<file path="src/rtl/usb_cdc_pkg.sv">
// Shared constants and the width helper for the USB CDC byte path.
package usb_cdc_pkg;

  localparam int USB_BYTE_W     = 8;
  localparam int FIFO_DEPTH_DEF = 16;
  localparam int FIFO_WMARK_DEF = 8;

  function automatic int clog2(input int n);
    int r;
    r = 0;
    for (int i = 0; i < 31; i++) begin
      if ((1 << i) < n) r = i + 1;
    end
    return r;
  endfunction

endpackage

</file>
<file path="src/rtl/usb_byte_ram.sv">
// DEPTH x byte storage: one synchronous write port and one asynchronous read port.
// Deliberately unreset so it maps onto plain register-file or LUT RAM.
module usb_byte_ram
  import usb_cdc_pkg::*;
#(
  parameter int DEPTH = FIFO_DEPTH_DEF,
  parameter int AW    = clog2(FIFO_DEPTH_DEF)
) (
  input  logic                  clk_i,
  input  logic                  we_i,
  input  logic [AW-1:0]         waddr_i,
  input  logic [USB_BYTE_W-1:0] wdata_i,
  input  logic [AW-1:0]         raddr_i,
  output logic [USB_BYTE_W-1:0] rdata_o
);

  logic [USB_BYTE_W-1:0] r_mem [DEPTH];

  always_ff @(posedge clk_i) begin
    if (we_i) r_mem[waddr_i] <= wdata_i;
  end

  assign rdata_o = r_mem[raddr_i];

endmodule

</file>
<file path="src/rtl/usb_byte_fifo.sv">
// First-word-fall-through byte FIFO with valid/ready on both sides.
// Define USB_BYTE_FIFO_WMARK_EN to enable the watermark pulse; otherwise wmark_irq_o is 0.
module usb_byte_fifo
  import usb_cdc_pkg::*;
#(
  parameter int DEPTH = FIFO_DEPTH_DEF,
  parameter int WMARK = FIFO_WMARK_DEF
) (
  input  logic                    clk_i,
  input  logic                    rstn_i,
  input  logic                    flush_i,
  input  logic [USB_BYTE_W-1:0]   in_data_i,
  input  logic                    in_valid_i,
  output logic                    in_ready_o,
  output logic [USB_BYTE_W-1:0]   out_data_o,
  output logic                    out_valid_o,
  input  logic                    out_ready_i,
  output logic [clog2(DEPTH):0]   count_o,
  output logic                    wmark_irq_o
);

  localparam int AW = clog2(DEPTH);
  localparam int CW = AW + 1;

  if ((DEPTH < 2) || ((1 << AW) != DEPTH)) begin : g_bad_depth
    $error("usb_byte_fifo: DEPTH must be a power of two >= 2");
  end
  if ((WMARK < 1) || (WMARK > DEPTH)) begin : g_bad_wmark
    $error("usb_byte_fifo: WMARK must be within 1..DEPTH");
  end

  logic [AW-1:0] r_wr_ptr;
  logic [AW-1:0] r_rd_ptr;
  logic [CW-1:0] r_count;
  logic          w_push;
  logic          w_pop;
  logic [CW-1:0] w_count_nxt;

  // No full-passthrough and no empty-bypass: both flags come from registered count only.
  assign in_ready_o  = (r_count != CW'(DEPTH));
  assign out_valid_o = (r_count != '0);
  assign count_o     = r_count;

  assign w_push = in_valid_i & in_ready_o;
  assign w_pop  = out_valid_o & out_ready_i;

  always_comb begin
    w_count_nxt = r_count;
    if (flush_i)              w_count_nxt = '0;
    else if (w_push && !w_pop) w_count_nxt = r_count + CW'(1);
    else if (w_pop && !w_push) w_count_nxt = r_count - CW'(1);
  end

  always_ff @(posedge clk_i or negedge rstn_i) begin
    if (!rstn_i) begin
      r_wr_ptr <= '0;
      r_rd_ptr <= '0;
      r_count  <= '0;
    end else begin
      r_count <= w_count_nxt;
      if (flush_i) begin
        r_wr_ptr <= '0;
        r_rd_ptr <= '0;
      end else begin
        if (w_push) r_wr_ptr <= r_wr_ptr + AW'(1);
        if (w_pop)  r_rd_ptr <= r_rd_ptr + AW'(1);
      end
    end
  end

  usb_byte_ram #(
    .DEPTH (DEPTH),
    .AW    (AW)
  ) u_ram (
    .clk_i   (clk_i),
    .we_i    (w_push & ~flush_i),
    .waddr_i (r_wr_ptr),
    .wdata_i (in_data_i),
    .raddr_i (r_rd_ptr),
    .rdata_o (out_data_o)
  );

`ifdef USB_BYTE_FIFO_WMARK_EN
  // Count moves by at most one per edge, so an upward crossing implies it was below
  // the mark beforehand; a flush to 0 therefore re-arms without extra state.
  logic r_wmark_irq;

  always_ff @(posedge clk_i or negedge rstn_i) begin
    if (!rstn_i) r_wmark_irq <= 1'b0;
    else         r_wmark_irq <= (r_count < CW'(WMARK)) && (w_count_nxt >= CW'(WMARK));
  end

  assign wmark_irq_o = r_wmark_irq;
`else
  assign wmark_irq_o = 1'b0;
`endif

endmodule

</file>
<file path="config.mk">
export PLATFORM = sky130hd
export DESIGN_NAME = usb_byte_fifo
export DESIGN_NICKNAME = d
export VERILOG_FILES = /design/src/rtl/usb_cdc_pkg.sv /design/src/rtl/usb_byte_ram.sv /design/src/rtl/usb_byte_fifo.sv
export SDC_FILE = /design/constraint.sdc
export NUM_CORES = 1
export LEC_CHECK = 0
export ABC_CLOCK_PERIOD_IN_PS = 2500
export CAP_MARGIN = 15
export CORE_ASPECT_RATIO = 1.75
export CORE_MARGIN = 5
export CORE_UTILIZATION = 49
export CTS_BUF_LIST = sky130_fd_sc_hd__clkbuf_4 sky130_fd_sc_hd__clkbuf_8
export DETAILED_ROUTE_END_ITERATION = 6
export MAX_ROUTING_LAYER = met4
export PLACE_DENSITY = 0.7
export REMOVE_ABC_BUFFERS = 1
export SYNTH_ARGS = -nofsm -noshare
export SYNTH_HDL_FRONTEND = slang
export SYNTH_HIERARCHICAL = 1
export SYNTH_SLANG_ARGS = --single-unit
</file>
<file path="constraint.sdc">
create_clock -name clk_i -period 2.5 [get_ports clk_i]
set_input_delay 0.625 -clock clk_i [delete_from_list [all_inputs] [get_ports clk_i]]
set_output_delay 0.625 -clock clk_i [all_outputs]
set_load 0.01 [all_outputs]
</file>
==> flow_summary.toml, run 1 <==
[run_status]
status = "finished, violations left"
violations = "negative setup slack"

[floorplan]
start_util_pct = 49.5
die_h_um = 155
die_area_um2 = 14400
rows = 53
die_w_um = 92.8
pin_count = 29
core_area_um2 = 11900

[clock_tree]
path_clk_slew_ns = 0.08
cts_buffers = 17
cts_tree = "built"
clkLatencyLatePin_ns = 0.43
hold_buffers = 0
cts_root_buf = "clkbuf_8"
cts_buffer_depth = 2
cts.sinks = 141
cts-htree-levels = 4

[synth]
synth_top_area_share_pct = 65.4
synth_largest_area_cell = "edfxtp_1"
ys_seq_elements = 141
synth_edf_count = 128
synth_area_um2 = 5880
yosysMostFrequentCell = "edfxtp_1"
yosysWarnings = 6
syn-instance-count = 314
synth_seq_area_share_pct = 70.9
ys.flop_type = "edfxtp_1"
synth_area_leaders = "edfxtp_1, mux4_2, mux4_1"
synth_cell_types = 46
syn_avg_cell_area_um2 = 18.7
ys_async_sr_fraction_pct = 9.22
synth_common_cells = "edfxtp_1, nand2_1, nor2_1"

[layout]
finalNonFillerCells = 551
area_growth_pct = 21.5
fill_cells = 877
final_nets = 421
antennaDiodeCount = 0
seq_area_um2 = 4170
postLayoutCoreUtil_pct = 60.2
final_layout_size_suffix_gt1_share_pct = 35.7
final_cell_area_um2 = 7140
multi_input_area_um2 = 1620

[timing]
relSlewSlack_pct = 59.1
holdWs_ns = 0.578
fmax_ghz = 0.369
fin_worst_skew_ns = 0.0119
fin_ws_ns = -0.210
min_period_ns = 2.71
final.setup.tns_ns = -1.36
worst_pin_slew_ns = 0.611
setup_viol = 8
period_share_pct = 108
report.final.slew_viol_count = 0
rsz0062_at_grt = "yes"
hold_viol = 0

[route]
drc_errors = 0
drtAntennaViolNets = 0
firstDrtPassIters = 5
wl_um = 11900
vias = 3152
vias_per_cell = 5.72
post_drt_wl_per_cell_um = 21.6
drt-initial-drc-count = 153

[worst_setup_path]
worst_ep_arrival_time_ns = 2.09
critPathKind = "flop to output pin"
crit_slowest_cell = "mux4_2"
slowest_delay_ns = 0.53
crit_chain = "buf_8 > mux4_2 > a22oi_2 > nand2_1 > buf_2"
cp-start-kind = "flop"
endpoint_kind = "output pin"
crit_path_max_fanout = 8
required_ns = 1.88

[global_route]
grt_util_all_layers_pct = 18.6
antenna_found_initial = 0
grt_overflow = 0
grt_pass1_vias = 3500
grt_max_degree = 36
grt_pass1_wl_um = 19200

[power_and_ir_drop]
powerDensity_nw_per_um2 = 965
p_leak_nw = 2.44
clkPwrFrac_pct = 28.0
p_int_mw = 4.99
power_frac_comb_pct = 32.0
pwr-share-seq_pct = 40.0
vdd_drop_max_v = 0.000581
switching_share_pct = 27.7
power.switching_mw = 1.91

[placed_design]
routabilityCongestion = 0.805
dpl_cell_area_um2 = 6580
dpl.cell_count = 507
port_buffers = 27
dp_hpwl_um = 7970

[job]
maxCapViolations = 0

[min_path]
hold_path.class = "input port to async pin"
kinds of logic after synthesis:
group | after synthesis | synth area share (%)
flip-flops | 141 | 70.9
AND/OR/NAND/NOR | 66 | 5.53
AO/OA/AOI/OAI | 39 | 5.00
multiplexers | 37 | 14.1
buffers and inverters | 18 | 2.04
adder cells (fa/ha/maj) | 7 | 1.62
XOR/XNOR | 5 | 0.745
other | 1 | 0.0638
power by group through the flow:
stage | Clock (mW) | Combinational (mW) | Sequential (mW)
floorplan | 0 | 0.947 | 2.95
CTS | 1.97 | 2.30 | 2.75
global route | 2.07 | 2.41 | 2.77
detailed placement | 0 | 1.95 | 2.79
global placement | 0 | 1.93 | 2.78
finish | 1.93 | 2.20 | 2.76
critical path: cells and delay by family, from the launching register on:
kind	cells	cell delay [ns]
compound gates	1	0.21
buf+inv	2	0.34
flops	1	0.48
mux	1	0.53
simple gates	1	0.09
through the flow:
step	total power, mW	worst slack (ns)
2_1_floorplan	3.89	-0.394
3_3_place_gp	4.71	-0.154
3_5_place_dp	4.74	-0.173
4_1_cts	7.02	-0.311
5_1_grt	7.26	-0.307
6_report	6.89	-0.210
state kept, by name (all words and copies together) (netlist names):
register and cells:
u_ram/r_mem 128, count_o 5, r_rd_ptr 4, r_wr_ptr 4
cells in the final DEF (no fill, tap or decap), types with 5 or more instances in the layout:
master / synthesis / routed
nand2_1: 19 / 19
nand3_1: 6 / 6
a21oi_1: 6 / 6
mux4_2: 18 / 31
nor3_1: 5 / 5
clkdlybuf4s50_1: 0 / 17
ha_1: 6 / 6
buf_12: 0 / 5
nor2_1: 19 / 19
dfrtp_1: 13 / 11
clkbuf_8: 0 / 17
buf_2: 3 / 6
buf_4: 2 / 46
a22oi_2: 0 / 12
buf_6: 3 / 5
edfxtp_1: 128 / 128
layout make-up:
type,instances,share of cell area [%]
Clock buffer,17,3.28
Clock inverter,15,2.75
Inverter,4,0.210
Multi-Input combinational cell,155,22.7
Sequential cell,141,58.4
Tap cell,137,2.40
Timing Repair Buffer,82,10.3
final timing paths:
kind	startpoint	to	slack, ns	cells past startpoint
setup / recovery	r_rd_ptr[0]	out_data_o[6]	-0.21	5
hold / removal	rstn_i	count_o[4]	0.58	1
setup reg to reg	count_o[1]	count_o[4]	0.26	7
hold reg to reg	r_wr_ptr[3]	r_wr_ptr[3]	0.62	2
max in group asynchronous	rstn_i	r_rd_ptr[0]	1.48	1
min in group clk_i	r_wr_ptr[3]	r_wr_ptr[3]	0.62	2
per-layer routing:
| layer | vias to the layer above | wire length, um | global-route usage (%) |
|---|---|---|---|
| met1 | 1620 | 4420 | 20.3 |
| met5 | - | 0 | - |
| met3 | 12 | 437 | 4.06 |
| met4 | 0 | 156 | 6.36 |
| met2 | 81 | 6880 | 33.3 |
| li1 | 1439 | - | - |
what timing repair did:
action	in CTS	in global routing
buffers inserted	12	2
gates cloned	2	0
pin swaps	10	5
resized for setup	65	8
setup endpoints to repair	10	12
Note: power is estimated with default switching activity, not from simulation.
==> inputs of run 2 (changes only) <==
--- a/config.mk
+++ b/config.mk
@@ -8,14 +8,13 @@
 export ABC_CLOCK_PERIOD_IN_PS = 2500
 export CAP_MARGIN = 15
 export CORE_ASPECT_RATIO = 1.75
-export CORE_MARGIN = 5
-export CORE_UTILIZATION = 49
+export CORE_MARGIN = 4
+export CORE_UTILIZATION = 40
 export CTS_BUF_LIST = sky130_fd_sc_hd__clkbuf_4 sky130_fd_sc_hd__clkbuf_8
 export DETAILED_ROUTE_END_ITERATION = 6
 export MAX_ROUTING_LAYER = met4
-export PLACE_DENSITY = 0.7
+export PLACE_DENSITY = 0.59
 export REMOVE_ABC_BUFFERS = 1
 export SYNTH_ARGS = -nofsm -noshare
 export SYNTH_HDL_FRONTEND = slang
-export SYNTH_HIERARCHICAL = 1
 export SYNTH_SLANG_ARGS = --single-unit
==> flow_summary.toml, run 2 <==
[placed_design]
dp_hpwl_um = 8130
dpl_cell_area_um2 = 6710
routabilityCongestion = 0.742
port_buffers = 27

[route]
post_drt_wl_per_cell_um = 22.6
vias = 3045
wl_um = 12900
vias_per_cell = 5.34
drtAntennaViolNets = 0
drc_errors = 0
drt-initial-drc-count = 224
firstDrtPassIters = 4

[layout]
layout_common_cells = "edfxtp_1, buf_4, mux4_2"
largest_reg_flops = 128
final_layout_size_suffix_gt1_share_pct = 37.4
area_growth_pct = 21.3
antennaDiodeCount = 0
final_cell_area_um2 = 7200
final_common_cell = "edfxtp_1"
regMostFlops = "u_ram.r_mem"
final_nets = 400
postLayoutCoreUtil_pct = 49.8

[synth]
synth_area_um2 = 5930
ys.flop_type = "edfxtp_1"
synth_cell_types = 42
syn-instance-count = 295
synth_area_leaders = "edfxtp_1, mux4_1, dfrtp_1"
synth_common_cells = "edfxtp_1, mux4_1, nor2_1"
synth_seq_area_share_pct = 70.3
ys_seq_elements = 141
syn_avg_cell_area_um2 = 20.1
synth_largest_area_cell = "edfxtp_1"
ys_async_sr_fraction_pct = 9.22
yosysMostFrequentCell = "edfxtp_1"
synth_edf_count = 128
synth_top_area_share_pct = 64.8
yosysWarnings = 0

[worst_setup_path]
ff2ff_setup_slack_ns = 0.22
critPathKind = "flop to output pin"
required_ns = 1.88
crit_slowest_cell = "mux4_2"
worst_ep_arrival_time_ns = 2.26
crit_chain = "buf_6 > buf_12 > mux4_2 > mux4_2 > buf_6"
crit_path_max_fanout = 7
endpoint_kind = "output pin"
slowest_delay_ns = 0.52
cp-start-kind = "flop"

[clock_tree]
cts-htree-levels = 4
clkLatencyLatePin_ns = 0.43
cts_tree = "built"
cts.sinks = 141
path_clk_slew_ns = 0.07
cts_buffers = 17
hold_buffers = 0
cts_buffer_depth = 2
cts_root_buf = "clkbuf_8"

[job]
maxCapViolations = 0

[power_and_ir_drop]
powerDensity_nw_per_um2 = 897
vdd_drop_max_v = 0.000471
p_leak_nw = 2.43

[timing]
report.final.slew_viol_count = 0
relSlewSlack_pct = 54.7
fmax_ghz = 0.347
period_share_pct = 115
rsz0062_at_grt = "yes"
setup_viol = 8
fin_ws_ns = -0.384
final.setup.tns_ns = -2.80
hold_viol = 0
min_period_ns = 2.88
worst_pin_slew_ns = 0.677
fin_worst_skew_ns = 0.00894

[run_status]
violations = "negative setup slack"
status = "finished, violations left"

[global_route]
grt_util_all_layers_pct = 16.8
grt_pass1_vias = 3252
grt_overflow = 0
grt_max_degree = 18
grt_pass1_wl_um = 19800
antenna_found_initial = 0

[floorplan]
pin_count = 29
die_w_um = 100
die_h_um = 169
rows = 58
core_area_um2 = 14400
start_util_pct = 41.1
die_area_um2 = 16900

[min_path]
hold_path.class = "input port to async pin"
[run 2: cell count changes after synthesis, moves of 5 or more]
cell | previous run | this run
nor2_1 | 19 | 28
nor3_1 | 5 | 0
nand2_1 | 19 | 8
mux4_1 | 14 | 30
clkbuf_1 | 3 | 9
mux4_2 | 18 | 10
a22oi_1 | 16 | 0
[run 2: through the flow]
step / total power, mW / std cells / hold WS [ns] / worst slack [ns]
3_5_place_dp: 4.28 / 530 / 0.613 / -0.294
5_1_grt: 6.78 / 570 / 0.633 / -0.462
6_report: 6.46 / 570 / 0.610 / -0.384
3_3_place_gp: 4.25 / 530 / 0.598 / -0.293
2_1_floorplan: 3.62 / 280 / 0.329 / -0.424
4_1_cts: 6.47 / 569 / 0.628 / -0.409
[run 2: routing by layer]
layer  global-route usage, %  up-vias  wire, um
met4                    5.57        0       284
met5                       -        -         0
met2                    28.9       96      7100
met3                    3.13       23       558
li1                        -     1355         -
met1                    19.7     1571      4960
[run 2: final timing paths]
| path | from | cells after the start | end |
|---|---|---|---|
| worst max-delay path | r_rd_ptr[0] | 5 | out_data_o[5] |
| worst min-delay path | rstn_i | 1 | count_o[1] |
| worst max register to register | count_o[1] | 8 | count_o[3] |
| worst min register to register | r_wr_ptr[1] | 2 | r_wr_ptr[1] |
| max in group asynchronous | rstn_i | 1 | r_rd_ptr[0] |
| min in group clk_i | r_wr_ptr[1] | 2 | r_wr_ptr[1] |
[run 2: logic make-up after synthesis]
logic type	after synthesis	share of synthesized area, %
muxes	46	18.2
AOI/OAI and AO/OA	20	2.34
xor gates and xnor gates	7	1.03
DFF	141	70.3
adders and majority gates	10	2.24
buffers and inverters	20	1.90
other	1	0.0632
and+or+nand+nor	50	3.99
[run 2: layout make-up]
cell class,count,area [um2]
multi-input combinational,134,1570
clock inverter,12,170
clock buffer,20,256
fill,1209,7240
sequential,141,4180
timing repair buffer,78,783
inverter,5,18.8
tap,180,225
[run 2: timing repair]
action | 4_1_cts | 5_1_grt
gates cloned | 2 | 0
endpoints found under the setup margin | 10 | 10
resized for setup | 76 | 11
setup buffers | 5 | 1
endpoints found under the hold margin | 0 | 0
pin swaps | 1 | 2
[run 2: power by group]
part,leakage (nW),internal (mW),switching [mW]
clock network,0.212,1.11,0.822
registers,1.32,2.65,0.111
logic,0.898,1.03,0.722
[run 2: worst max-delay path: cells and delay by family, from the launching register on]
kind     cells  cell delay, ns
buf+inv      3            0.41
mux          2            1.02
flops        1            0.40
